### src/rtl/brick_mem_arbiter_pkg.sv
// Brick memory arbiter shared types and widths.
// Address/health widths and the load slot payload.
package brick_mem_arbiter_pkg;

  localparam int BRICK_AW = 10;
  localparam int BRICK_HW = 2;
  localparam int BRICKNUM = 1 << BRICK_AW;

  localparam logic [BRICK_AW-1:0] A_ONE = 1;
  localparam logic [BRICK_HW-1:0] H_ONE = 1;

  typedef struct packed {
    logic [BRICK_AW-1:0] addr;
    logic [BRICK_HW-1:0] health;
  } load_t;

endpackage

### src/rtl/brick_mem_arbiter_req_slot.sv
// Requester slot: busy flag, held payload, overrun.
// A strobe in the ack cycle re-arms the slot.
module req_slot #(
  parameter int W = 1
) (
  input  logic         clk,
  input  logic         rst_n,
  input  logic         req_i,
  input  logic         ack_i,
  input  logic [W-1:0] data_i,
  output logic         busy_o,
  output logic         overrun_o,
  output logic [W-1:0] data_o
);

  logic         busy_q, busy_d;
  logic         ovr_q, ovr_d;
  logic [W-1:0] data_q, data_d;
  logic         accept;

  // Accept when free or finishing; a strobe mid-service is an overrun.
  always_comb begin
    accept = req_i && (!busy_q || ack_i);
    busy_d = busy_q;
    data_d = data_q;
    ovr_d  = ovr_q;
    if (accept) begin
      busy_d = 1'b1;
      data_d = data_i;
    end else if (ack_i) begin
      busy_d = 1'b0;
    end
    if (req_i && busy_q && !ack_i) ovr_d = 1'b1;
  end

  // Slot state registers.
  always_ff @(posedge clk or negedge rst_n) begin
    if (!rst_n) begin
      busy_q <= 1'b0;
      ovr_q  <= 1'b0;
      data_q <= '0;
    end else begin
      busy_q <= busy_d;
      ovr_q  <= ovr_d;
      data_q <= data_d;
    end
  end

  assign busy_o    = busy_q;
  assign overrun_o = ovr_q;
  assign data_o    = data_q;

endmodule

### src/rtl/brick_mem_arbiter.sv
// Arbitrates loader, collision and renderer access
// to the brick health RAM; tracks hit points left.
module brick_mem_arbiter
  import brick_mem_arbiter_pkg::*;
(
  input  logic                clk,
  input  logic                resetn,
  input  logic                load_req,
  input  logic [BRICK_AW-1:0] load_addr,
  input  logic [BRICK_HW-1:0] load_health,
  input  logic                load_done,
  input  logic [BRICK_AW-1:0] total_health,
  input  logic                hit_req,
  input  logic [BRICK_AW-1:0] hit_addr,
  input  logic                rd_req,
  input  logic [BRICK_AW-1:0] rd_addr,
  output logic                load_ack,
  output logic                hit_ack,
  output logic                rd_ack,
  output logic [BRICK_HW-1:0] hit_old,
  output logic [BRICK_HW-1:0] rd_health,
  output logic                load_busy,
  output logic                hit_busy,
  output logic                rd_busy,
  output logic                overrun,
  output logic [BRICK_AW-1:0] mem_addr,
  output logic [BRICK_HW-1:0] mem_wdata,
  output logic                mem_we,
  input  logic [BRICK_HW-1:0] mem_rdata,
  output logic [BRICK_AW-1:0] remaining,
  output logic                level_clear
);

  typedef enum logic [2:0] {
    IDLE, LOAD_WR, HIT_RD, HIT_WR, RD_RD, RD_DONE
  } state_t;

  state_t              state_q, state_d;
  load_t               ld_in, ld_q;
  logic [BRICK_AW-1:0] hit_q, rd_q;
  logic [2:0]          ovr;
  logic                dec;
  logic                done_q, armed_q, armed_d;
  logic [BRICK_AW-1:0] rem_q, rem_d;
  logic                clr_q, clr_d;
  logic                rise, fall;

  assign ld_in = '{addr: load_addr, health: load_health};

  req_slot #(.W($bits(load_t))) u_load (
    .clk       (clk),
    .rst_n     (resetn),
    .req_i     (load_req),
    .ack_i     (load_ack),
    .data_i    (ld_in),
    .busy_o    (load_busy),
    .overrun_o (ovr[0]),
    .data_o    (ld_q)
  );

  req_slot #(.W(BRICK_AW)) u_hit (
    .clk       (clk),
    .rst_n     (resetn),
    .req_i     (hit_req),
    .ack_i     (hit_ack),
    .data_i    (hit_addr),
    .busy_o    (hit_busy),
    .overrun_o (ovr[1]),
    .data_o    (hit_q)
  );

  req_slot #(.W(BRICK_AW)) u_rd (
    .clk       (clk),
    .rst_n     (resetn),
    .req_i     (rd_req),
    .ack_i     (rd_ack),
    .data_i    (rd_addr),
    .busy_o    (rd_busy),
    .overrun_o (ovr[2]),
    .data_o    (rd_q)
  );

  assign overrun = |ovr;

  // Next state and RAM/ack outputs; grant is load > hit > rd.
  always_comb begin
    state_d   = state_q;
    mem_addr  = '0;
    mem_wdata = '0;
    mem_we    = 1'b0;
    load_ack  = 1'b0;
    hit_ack   = 1'b0;
    rd_ack    = 1'b0;
    hit_old   = '0;
    rd_health = '0;
    dec       = 1'b0;
    unique case (state_q)
      IDLE: begin
        if (load_busy)     state_d = LOAD_WR;
        else if (hit_busy) state_d = HIT_RD;
        else if (rd_busy)  state_d = RD_RD;
      end
      LOAD_WR: begin
        mem_addr  = ld_q.addr;
        mem_wdata = ld_q.health;
        mem_we    = 1'b1;
        load_ack  = 1'b1;
        state_d   = IDLE;
      end
      HIT_RD: begin
        mem_addr = hit_q;
        state_d  = HIT_WR;
      end
      HIT_WR: begin
        mem_addr = hit_q;
        hit_old  = mem_rdata;
        hit_ack  = 1'b1;
        if (mem_rdata != '0) begin
          mem_we    = 1'b1;
          mem_wdata = mem_rdata - H_ONE;
          dec       = 1'b1;
        end
        state_d = IDLE;
      end
      RD_RD: begin
        mem_addr = rd_q;
        state_d  = RD_DONE;
      end
      RD_DONE: begin
        rd_health = mem_rdata;
        rd_ack    = 1'b1;
        state_d   = IDLE;
      end
      default: state_d = IDLE;
    endcase
  end

  // Level bookkeeping; a load_done rise beats a same-cycle hit.
  always_comb begin
    rise    = load_done && !done_q;
    fall    = !load_done && done_q;
    armed_d = armed_q;
    rem_d   = rem_q;
    if (rise)      armed_d = 1'b1;
    else if (fall) armed_d = 1'b0;
    if (rise)
      rem_d = total_health;
    else if (dec && rem_q != '0)
      rem_d = rem_q - A_ONE;
    clr_d = armed_d && (rem_d == '0);
  end

  // FSM and level state registers.
  always_ff @(posedge clk or negedge resetn) begin
    if (!resetn) begin
      state_q <= IDLE;
      done_q  <= 1'b0;
      armed_q <= 1'b0;
      rem_q   <= '0;
      clr_q   <= 1'b0;
    end else begin
      state_q <= state_d;
      done_q  <= load_done;
      armed_q <= armed_d;
      rem_q   <= rem_d;
      clr_q   <= clr_d;
    end
  end

  assign remaining   = rem_q;
  assign level_clear = clr_q;

endmodule
### config.mk
export PLATFORM = sky130hd
export DESIGN_NAME = brick_mem_arbiter
export DESIGN_NICKNAME = d
export VERILOG_FILES = /design/src/rtl/brick_mem_arbiter_pkg.sv /design/src/rtl/brick_mem_arbiter_req_slot.sv /design/src/rtl/brick_mem_arbiter.sv
export SDC_FILE = /design/constraint.sdc
export NUM_CORES = 1
export LEC_CHECK = 0
export ABC_AREA = 1
export BUFFER_PORTS_ARGS = -buffer_cell sky130_fd_sc_hd__clkbuf_2
export CELL_PAD_IN_SITES_DETAIL_PLACEMENT = 1
export CELL_PAD_IN_SITES_GLOBAL_PLACEMENT = 1
export CORE_MARGIN = 5
export CORE_UTILIZATION = 41
export DETAILED_ROUTE_END_ITERATION = 16
export GPL_ROUTABILITY_DRIVEN = 0
export PLACE_DENSITY = 0.87
export SYNTH_ARGS = -nofsm -noshare
export SYNTH_HDL_FRONTEND = slang
export SYNTH_SLANG_ARGS = --single-unit
### constraint.sdc
create_clock -name clk -period 4.9 [get_ports clk]
set_clock_uncertainty 0.05 [all_clocks]
set_input_delay 0.735 -clock clk [delete_from_list [all_inputs] [get_ports clk]]
set_output_delay 0.735 -clock clk [all_outputs]
set_load 0.02 [all_outputs]
==> summary.txt <==
Outcome
  • Status: completed

Drt
  • Routed wire length: roughly 7600 microns
  • Routed Antenna Nets: 0
  • First-pass detailed-route iteration total: 4
  • Vias: ~2,400
  • Drc violations: 0
  • Wire length per cell: about 16 microns
  • DR iter-0 viols: 55
  • Via density: between 5 and 6

Logic synthesis
  • Ranking of synthesized cells by area: dfrtp_1, nand2_1, mux2_4, mux2_2, nand3_1
  • Syn Nets: between 300 and 400
  • Predominant post-synthesis flop cell: dfrtp_1
  • FF+latch count, synth: 54
  • Number of synthesized flops with an enable pin: 0
  • Multiplexer area fraction after synthesis: between 10% and 20%
  • Largest family of logic cells by synthesized area: simple AND/OR/NAND/NOR gates
  • Xor/xnor share of the synthesized area: under 10%
  • Adder-cell share of the synthesized area: less than 1%
  • Netlist cell types: 30
  • Async S/R FF share, synth: 100%
  • Leading area contributor after synthesis: dfrtp_1
  • Post-Syn Area: ~2800 sq um
  • Simple-Gate Fraction of Synth Area: 26.1%
  • Most common cell in the synthesized netlist: nand2_1
  • Synth Area in Compound Gates: roughly 3.1%
  • Post-synthesis sequential area ratio: about 50%
  • Commonest cells post-synth: nand2_1, dfrtp_1, nor2_1
  • Yosys top cell area share: just under 50%
  • Synth warnings: 0
  • Avg Cell Area, Syn: 9.07 sq um
  • Mapped Cells: a little over 300

Critical path
  • FF-to-FF Start: state_q[2]
  • CP max FO: 10
  • Critical path required time: about 4 ns
  • Setup crit start: state_q[1]
  • CP Launch Type: flip-flop
  • WS Path Type: flip-flop to output port
  • R2R depth: 5
  • Worst setup EP type: output port
  • Worst endpoint data arrival time: around 2.1 ns

Timing
  • Min Tclk post-route: 2.89 ns
  • Final setup fails: 0
  • Hold WS: approximately 0.44 ns
  • Slew margin rel.: between 30% and 40%
  • Worst-Margin Slew: 0.910 ns
  • Slew Limit Fails: 0
  • RSZ-0062 raised after global routing: false
  • Tcrit/Tclk final: 59.0%
  • Fmax: between 300 and 400 MHz
  • Setup TNS: 0 ns
  • Final hold violation count: 0

Power
  • Peak VDD IR: 0.000304 V
  • Sw power: a little under 0.8 mW
  • Internal: between 1 and 1.5 mW
  • Leakage: ~1.8 nW
  • Combinational Power Share: around 44%
  • Pwr per Cell Area: approximately 560 nW/um^2
  • Switching share of power: just over 40%
  • Clock power share: ~16%
  • Flop pwr share: around two fifths
  • Design Power: between 1.5 and 2 mW

Floorplanning
  • Die W: roughly 92 microns
  • Core ar.: ~6500 sq um
  • Starting Density: 42.7%
  • Ports: 85
  • Die area: ~8500 sq um
  • Die Y: between 90 and 100 microns
  • Row Count: 29

Finish
  • Number of diodes: 0
  • Final nets: between 400 and 500
  • Design area: about 3400 sq um
  • Area grow syn2layout: 22.2%
  • Fraction of layout cells with a size suffix above 1: 34.1%
  • Layout Utilization: a little over half

Clock tree
  • Deepest clock path buffer count: 2
  • Clk sinks: 54
  • Root Driver: clkbuf_8
  • H-tree Lvls: 2
  • Post-CTS Setup Bufs: 0
  • Hold_buf cts: 0
  • CTS clk-pin slew, worst paths: 0.10 ns
  • TritonCTS clock tree: done
  • Clk_lat worst skew: about 0.31 ns
  • PostCTS Resize Cnt: 0
  • TritonCTS Buffers: 5

Hold path
  • HP Class: flip-flop to flip-flop
  • Startpoint of the worst hold path: u_load.overrun_o
  • Worst Hold Path Cells: 2

Global route
  • Grt total ovfl: 0
  • Total track usage: 18.4%
  • Vias in the first global route: approximately 2,600
  • Pin count of the biggest net entering global routing: 55
  • First-pass GRT wire length: 12,600 microns
  • Initial antenna violation count: 0

Place
  • Port Buffer Count: 84
  • HPWL Detailed: about 6000 microns
  • Post-DP Area: roughly 3300 sq um

Flow run
  • Max Cap Viol: 0
==> per-stage QoR <==
stage | setup slack [ns] | instances
final | 2.01 | 470
after global routing | 1.80 | 470
after floorplan | 2.65 | 304
after detailed placement | 2.36 | 462
after global placement | 2.44 | 462
after CTS | 1.96 | 470
==> power groups by stage <==
stage | Sequential (mW) | Clock, mW | Combinational, mW
after detailed placement | 0.757 | 0 | 0.848
after global placement | 0.742 | 0 | 0.806
after floorplan | 0.754 | 0 | 0.571
final | 0.755 | 0.298 | 0.837
after CTS | 0.755 | 0.309 | 0.851
after global routing | 0.779 | 0.330 | 0.926
==> worst paths after layout <==
path                               endpoint  slack [ns]
min in group asynchronous   u_hit.data_o[6]        0.50
hold / removal             u_load.overrun_o        0.44
setup reg to reg           u_load.data_o[7]        2.58
setup / recovery                mem_addr[2]        2.01
hold reg to reg            u_load.overrun_o        0.44
max in group asynchronous      remaining[2]        3.84
==> area by class of cell <==
type,count,area (sq um)
fillers,810,3090
flip-flops and latches,54,1350
clock buffers,6,72.6
multi-input cells,213,1260
inverters,33,124
clock inverters,2,37.5
repair buffers,85,428
well taps,77,96.3
==> cells by family (layout without fill, tap and decap cells) <==
family	count (synthesis)	in the layout
fa+ha+maj	1	1
compound gates	15	15
simple gates	160	160
mux	32	32
xor+xnor	5	5
flops	54	54
buf+inv	37	126
==> critical path, cell delays in order (launching register included) <==
cell and delay, ns:
dfrtp_1 0.46, nor2_1 0.23, inv_1 0.08, nor2_1 0.55
nand2_1 0.18, nand3_1 0.13, clkbuf_2 0.18
==> cell usage in the layout (no fill, tap or decap), drive strengths merged <==
cell	instances
a21boi	1
a21oi	2
a22o	2
a31oi	1
and2	1
buf	1
bufinv	1
clkbuf	90
clkinvlp	1
dfrtp	54
ha	1
inv	33
mux2	32
nand2	94
nand3	26
nand3b	1
nand4	2
nor2	30
nor3	2
o21ai	9
or2	4
xnor2	1
xor2	4
==> sequential cells by signal (all words and copies together), names as in the netlist <==
name	count
level_clear	1
u_load.busy_o	1
u_rd.busy_o	1
done_q	1
u_rd.overrun_o	1
state_q	3
u_load.overrun_o	1
u_hit.overrun_o	1
u_hit.data_o	10
armed_q	1
u_hit.busy_o	1
u_rd.data_o	10
u_load.data_o	12
remaining	10
==> per-layer routing <==
metal | up-vias | wire (microns) | track usage (%)
met4 | 0 | 59 | 4.46
met2 | 66 | 3960 | 33.5
li1 | 1137 | - | -
met3 | 8 | 395 | 4.58
met1 | 1154 | 3190 | 21.7
met5 | - | 0 | 0
No activity file was read; power rests on OpenSTA's default activity.
